File: config.mk
export PLATFORM = sky130hd
export DESIGN_NAME = tristate_bus_arbiter
export DESIGN_NICKNAME = d
export VERILOG_FILES = /design/src/rtl/tristate_bus_arbiter.sv
export SDC_FILE = /design/constraint.sdc
export NUM_CORES = 1
export LEC_CHECK = 0
export CAP_MARGIN = 20
export CORE_MARGIN = 2
export CORE_UTILIZATION = 51
export CTS_CLUSTER_DIAMETER = 120
export DETAILED_ROUTE_END_ITERATION = 10
export PLACE_DENSITY = 0.79
export SETUP_SLACK_MARGIN = 0.1
export SLEW_MARGIN = 20
export SYNTH_ARGS = -nofsm -noshare
export SYNTH_HDL_FRONTEND = slang
export SYNTH_SLANG_ARGS = --single-unit
File: constraint.sdc
create_clock -name clk -period 2.38 [get_ports clk]
set_clock_uncertainty 0.1 [all_clocks]
set_input_delay 0.476 -clock clk [delete_from_list [all_inputs] [get_ports clk]]
set_output_delay 0.476 -clock clk [all_outputs]
set_load 0.05 [all_outputs]
File: src/rtl/tristate_bus_arbiter.sv
// Round-robin owner sequencer for a shared tristate bus: one-hot grant/oe, a forced all-off turnaround between owners,
// and preemption of owners past MAX_HOLD. Request to grant takes 1 cycle and request to oe takes 2; a requester waits by holding req.
module tristate_bus_arbiter #(
  parameter int N        = 4,
  parameter int IDXW     = 2,
  parameter int MAX_HOLD = 16
) (
  input  logic            clk,
  input  logic            rst,
  input  logic [N-1:0]    req,
  output logic [N-1:0]    grant,
  output logic [N-1:0]    oe,
  output logic [IDXW-1:0] owner,
  output logic            busy,
  output logic            preempt
);

  localparam int HW = (MAX_HOLD < 1) ? 1 : $clog2(MAX_HOLD + 1);
  localparam logic [HW-1:0] HOLD_MAX  = HW'(MAX_HOLD);
  localparam logic [HW-1:0] HOLD_LAST = HW'(MAX_HOLD - 1);

  typedef enum logic [1:0] {IDLE, TURN, OWN} state_t;

  state_t          state, state_d;
  logic [IDXW-1:0] rr, rr_d, owner_d, pick, cand;
  logic            pick_vld;
  logic [HW-1:0]   hold_cnt, hold_d;
  logic            preempt_d, busy_d;
  logic [N-1:0]    grant_d, oe_d, owner_hot, owner_hot_d;
  logic            others;

  function automatic logic [IDXW-1:0] wrap_inc(input logic [IDXW-1:0] i);
    if (int'(i) == N - 1) return '0;
    return i + 1'b1;
  endfunction

  assign owner_hot   = N'(1) << owner;
  assign owner_hot_d = N'(1) << owner_d;
  assign others      = |(req & ~owner_hot);

  // Descending scan so the last hit, i.e. the one closest to rr, wins.
  always_comb begin
    pick     = '0;
    pick_vld = 1'b0;
    cand     = '0;
    for (int i = N - 1; i >= 0; i--) begin
      cand = IDXW'((int'(rr) + i) % N);
      if (req[cand]) begin
        pick     = cand;
        pick_vld = 1'b1;
      end
    end
  end

  always_ff @(posedge clk) begin
    if (rst) begin
      state    <= IDLE;
      owner    <= '0;
      rr       <= '0;
      hold_cnt <= '0;
      preempt  <= 1'b0;
      grant    <= '0;
      oe       <= '0;
      busy     <= 1'b0;
    end else begin
      state    <= state_d;
      owner    <= owner_d;
      rr       <= rr_d;
      hold_cnt <= hold_d;
      preempt  <= preempt_d;
      grant    <= grant_d;
      oe       <= oe_d;
      busy     <= busy_d;
    end
  end

  always_comb begin
    state_d   = state;
    owner_d   = owner;
    rr_d      = rr;
    hold_d    = hold_cnt;
    preempt_d = 1'b0;
    case (state)
      IDLE: begin
        if (pick_vld) begin
          state_d = TURN;
          owner_d = pick;
        end
      end
      TURN: begin
        if (req[owner]) begin
          state_d = OWN;
          hold_d  = '0;
        end else begin
          state_d = IDLE;
        end
      end
      OWN: begin
        if (!req[owner]) begin
          state_d = IDLE;
          rr_d    = wrap_inc(owner);
        end else if (MAX_HOLD != 0 && hold_cnt >= HOLD_LAST && others) begin
          // Saturated counter keeps this armed, so a late competitor preempts at once.
          state_d   = IDLE;
          preempt_d = 1'b1;
          rr_d      = wrap_inc(owner);
        end else if (hold_cnt != HOLD_MAX) begin
          hold_d = hold_cnt + 1'b1;
        end
      end
      default: state_d = IDLE;
    endcase
  end

  always_comb begin
    grant_d = (state_d != IDLE) ? owner_hot_d : '0;
    oe_d    = (state_d == OWN)  ? owner_hot_d : '0;
    busy_d  = (state_d != IDLE);
  end

endmodule

==> reports/metrics.yaml, run 1 <==
synth_common_cells: "dfxtp_1 (21), inv_1 (10), nor3_1 (9)"
synth-seq-cells: 21
power_frac_seq_pct: 51.3
antenna_cells: 0
htreeDepth: 1
area_growth_pct: 26.6
layout.cells.non_filler: 168
final_net_count: 155
outcome: "completed"
required_ps: 2530
num_vias: 960
rows: 16
rsz0062_at_grt: "no"
hold_viol: 0
synth_cell_types: 38
ant_nets: 0
antenna_found_initial: 0
yosys.area.top_type_share_pct: 39.7
setup_violations: 0
synth.most_common_cell: "dfxtp_1"
vdd_drop_max_mv: 0.345
crit_top_cell: "ha_1"
viasPerCell: 5.71
switching_share_pct: 32.3
yosysTopAreaCell: "dfxtp_1"
die_h_um: 49.6
p_switching_mw: 0.240
numCtsBuffers: 3
drv_cap: 0
path_clk_slew_ps: 120
crit_family: "simple AND/OR/NAND/NOR gates"
crit_arrival_ps: 2370
cp.buffers_inverters: 0
grt_pass1_wl_um: 3940
synth_nets: 130
cp_max_fo: 6
hold_depth: 2
max_freq_mhz: 452
grt_pass1_vias: 905
slew_headroom_pct: 59.7
die_area_mm2: 0.00246
critPathLaunchType: "flop"
die_w_um: 49.6
drc: 0
routabilityCongestion: 0.896
synth_warnings: 0
tritoncts: "yes"
crit_path_max_incr_delay_ps: 420
worst-path-stages: 7
min_period_ps: 2210
dp.cells: 163
wl_per_cell_um: 14.1
final_util_pct: 68.4
clock-root-buffer: "clkbuf_4"
met3_usage_pct: 4.85
power_leakage_nw: 0.539
cp_cell_sequence: "ha_1 > and3_1 > ha_1 > nor3b_4 > o2111ai_1 > or4_1 > a21oi_1"
async_flop_share_pct: 0
grt_max_degree: 13
drive_gt1_share_pct: 12.8
first_iter_violations: 24
powerDensity_mw_per_mm2: 554
synth_edf_count: 0
grt.busiest_layer: "met2"
dr.pass1.iters: 4
dp_hpwl_um: 1740
cts_hold_buf: 0
drv_slew: 0
io_buffers: 17
p_int_mw: 0.503
totalWireLength_um: 2380
avgSynthCellArea_um2: 9.06
end_kind: "flop"
critPathKind: "flop to flop"
ys_seq_area_share_pct: 39.7
p_clk_share_pct: 23.0
ctsLongestPathBuffers: 2
clock-sinks: 21
finalPower_mw: 0.743
synth_flop_cell: "dfxtp_1"
rr_worst_depth: 7
grt.total_usage_pct: 20.7
timing.setup.tns_ps: 0
io_pins: 18
ys_top_cells_by_area: "dfxtp_1 (40%), ha_1 (8.3%), nor3_1 (4.3%), inv_1 (3.5%), nand2b_1 (3.0%)"
met2_usage_pct: 34.2
p_comb_share_pct: 25.7
insertion_delay_ps: 310
slowest_stage: "or4_1"
grt-ovfl-total: 0
period_share_pct: 93.0
synth_cells: 117
initial_core_util_pct: 54.0
holdCritPathClass: "flop to flop"
coreArea_mm2: 0.00196
syn_area_mm2: 0.00106
tightest_slew_ps: 604
met1_usage_pct: 26.0
final cells by class:
type                    instances  area, um2
well taps                      27       33.8
inverters                      10       37.5
multi-input cells              84        608
clock buffers                   3       22.5
repair buffers                 22        213
clock inverters                 1       5.00
flip-flops and latches         21        422
fillers                       174        621
what timing repair did:
action / 4_1_cts / 5_1_grt
buffers inserted: 0 / 1
setup endpoints to repair: 0 / 6
resized for setup: 0 / 5
sequential cells by signal (all words and copies together), names as in the netlist:
| name | count |
|---|---|
| busy | 1 |
| grant | 4 |
| hold_cnt | 5 |
| oe | 4 |
| owner | 2 |
| preempt | 1 |
| rr | 2 |
| state | 2 |
cells by family (layout without fill, tap and decap cells):
group / after synthesis / count (layout) / share of synthesized area (%)
adder cells (fa/ha/maj): 7 / 7 / 8.26
AO/OA/AOI/OAI: 31 / 31 / 21.1
multiplexers: 1 / 1 / 2.12
flip-flops: 21 / 21 / 39.7
buffers and inverters: 12 / 36 / 4.25
AND/OR/NAND/NOR: 45 / 45 / 24.6
cells in the final DEF, fill, tap and decap left out, types with 4 or more instances in the layout:
cell and count:
dfxtp_1 20, clkdlybuf4s50_1 15, inv_1 10, nor3_1 9, nand2_1 7, ha_1 7
a21oi_1 6, nor2b_1 5, nand2b_1 5, buf_4 5, nor2_1 4
through the flow:
step | hold WS [ps] | setup slack (ps) | cell area [um2]
after floorplan | 377 | 143 | 1060
after global placement | 400 | 58.9 | 1290
after detailed placement | 415 | -0.263 | 1290
after CTS | 435 | 123 | 1310
after global routing | 441 | 38.7 | 1340
final | 401 | 167 | 1340
worst min-delay path: stages, from the launching register on:
cell and delay, ps:
dfxtp_2 370, nand2_1 60, a21oi_1 50
final timing paths:
check,start,slack (ps),to
max reg2reg,hold_cnt[1],170,hold_cnt[3]
max,hold_cnt[1],170,hold_cnt[3]
min reg2reg,hold_cnt[0],400,hold_cnt[0]
min,hold_cnt[0],400,hold_cnt[0]
power groups by stage:
stage / Clock, mW / Combinational (mW) / Sequential (mW)
after global placement: 0 / 0.185 / 0.387
after global routing: 0.193 / 0.207 / 0.384
after CTS: 0.172 / 0.189 / 0.381
after detailed placement: 0 / 0.188 / 0.389
after floorplan: 0 / 0.0817 / 0.428
final: 0.171 / 0.191 / 0.381
metal layers:
layer  vias to the layer above  part of all wire, %
li1                        483                    -
met1                       444                   45
met2                        26                   50
met3                         7                  4.2
met4                         0                  1.5
met5                         -                    0
No activity file was read; power rests on OpenSTA's default activity.
==> run 2, diff against run 1 <==
--- a/config.mk
+++ b/config.mk
@@ -6,13 +6,12 @@
 export NUM_CORES = 1
 export LEC_CHECK = 0
 export CAP_MARGIN = 20
-export CORE_MARGIN = 2
+export CORE_MARGIN = 10
 export CORE_UTILIZATION = 51
 export CTS_CLUSTER_DIAMETER = 120
 export DETAILED_ROUTE_END_ITERATION = 10
 export PLACE_DENSITY = 0.79
 export SETUP_SLACK_MARGIN = 0.1
-export SLEW_MARGIN = 20
 export SYNTH_ARGS = -nofsm -noshare
 export SYNTH_HDL_FRONTEND = slang
 export SYNTH_SLANG_ARGS = --single-unit
==> reports/metrics.yaml, run 2 (same netlist as run 1, synthesis figures left out) <==
largest-register: "hold_cnt"
routabilityCongestion: 0.907
grt_pass1_wl_um: 4140
final_util_pct: 68.5
clock-sinks: 21
min_period_ps: 2200
die_h_um: 65.6
viasPerCell: 5.84
antenna_cells: 0
grt.total_usage_pct: 11.8
num_vias: 976
r2r_slack_ps: 200
end_kind: "primary output"
vdd_drop_max_mv: 0.408
top_regs: "hold_cnt x5, grant x4, oe x4"
path_clk_slew_ps: 120
outcome: "completed"
cp.buffers_inverters: 1
max_freq_mhz: 454
die_w_um: 65.6
critPathKind: "flop to primary output"
wl_per_cell_um: 15.3
grt-ovfl-total: 0
first_iter_violations: 16
cp_max_fo: 6
critPathLaunchType: "flop"
ant_nets: 0
clock-root-buffer: "clkbuf_4"
antenna_found_initial: 0
grt_max_degree: 13
required_ps: 1800
power_frac_seq_pct: 51.1
io_pins: 18
insertion_delay_ps: 300
tightest_slew_ps: 673
layout_setup_ws_ps: 178
drive_gt1_share_pct: 15.0
drv_slew: 0
io_buffers: 17
final_cell_mix: "dfxtp_1 (18), clkdlybuf4s50_1 (16), inv_1 (10), nor3_1 (9)"
ctsLongestPathBuffers: 2
setup_violations: 0
p_clk_share_pct: 22.8
slew_headroom_pct: 55.1
p_comb_share_pct: 26.1
tritoncts: "yes"
area_growth_pct: 26.8
post_cts_buffers: 0
crit_arrival_ps: 1630
p_int_mw: 0.503
final_net_count: 154
fill_cells: 177
rows: 16
layout_commonest_cell: "dfxtp_1"
crit_family: "buffers and inverters"
htreeDepth: 1
power_leakage_nw: 0.523
cts_hold_buf: 0
fin_area_mm2: 0.00134
drv_cap: 0
dr.pass1.iters: 4
cp_cell_sequence: "clkdlybuf4s50_1"
grt_pass1_vias: 914
crit_path_max_incr_delay_ps: 860
numCtsBuffers: 3
period_share_pct: 92.5
initial_core_util_pct: 54.0
drc: 0
hold_viol: 0
totalWireLength_um: 2560
holdWs_ps: 421
powerDensity_mw_per_mm2: 554
switching_share_pct: 32.4
die_area_mm2: 0.00430
dpl_worst_slack_ps: -46.1
largest_register_ffs: 5
ctsResizeCount: 0
rsz0062_at_grt: "yes"
coreArea_mm2: 0.00196
placed_area_mm2: 0.00129
holdCritPathClass: "flop to flop"
dp_hpwl_um: 1930
slowest_stage: "clkdlybuf4s50_1"
p_switching_mw: 0.241
==> run 2: power by group through the flow <==
stage | combinational [mW] | clock (mW) | sequential, mW
global placement | 0.187 | 0 | 0.387
finish | 0.194 | 0.170 | 0.380
global route | 0.210 | 0.188 | 0.382
floorplan | 0.0817 | 0 | 0.428
detailed placement | 0.189 | 0 | 0.388
CTS | 0.190 | 0.172 | 0.380
==> run 2: worst paths after layout <==
path | cells after the start | startpoint | end
setup / recovery | 1 | owner[1] | owner[1]
hold / removal | 2 | hold_cnt[0] | hold_cnt[0]
setup reg to reg | 7 | hold_cnt[0] | hold_cnt[3]
hold reg to reg | 2 | hold_cnt[0] | hold_cnt[0]
==> run 2: routing by layer <==
metal  share of wire, %  up-vias  track usage, %
met5                  0        -               0
met4                1.8        0            6.68
met3                7.9        6            4.24
met2                 45       40            17.2
met1                 45      449            14.6
li1                   -      481               -
==> run 2: layout make-up <==
class / count / area [um2] / share of cell area, %
repair buffers: 21 / 203 / 15.1
multi-input cells: 84 / 618 / 46.0
flip-flops and latches: 21 / 424 / 31.6
clock buffers: 3 / 22.5 / 1.68
clock inverters: 1 / 5.00 / 0.372
well taps: 27 / 33.8 / 2.51
inverters: 10 / 37.5 / 2.79
==> run 2: stage by stage <==
| stage | cells | power, mW | TNS (ps) |
|---|---|---|---|
| 2_1_floorplan | 117 | 0.509 | 0 |
| 3_3_place_gp | 163 | 0.574 | 0 |
| 3_5_place_dp | 163 | 0.578 | -166 |
| 4_1_cts | 167 | 0.742 | 0 |
| 5_1_grt | 167 | 0.780 | 0 |
| 6_report | 167 | 0.745 | 0 |
==> run 3, diff against run 2 <==
--- a/config.mk
+++ b/config.mk
@@ -5,7 +5,6 @@
 export SDC_FILE = /design/constraint.sdc
 export NUM_CORES = 1
 export LEC_CHECK = 0
-export CAP_MARGIN = 20
 export CORE_MARGIN = 10
 export CORE_UTILIZATION = 51
 export CTS_CLUSTER_DIAMETER = 120
==> results of run 3 <==
Final layout, timing and power as in run 2 (identical DEF).
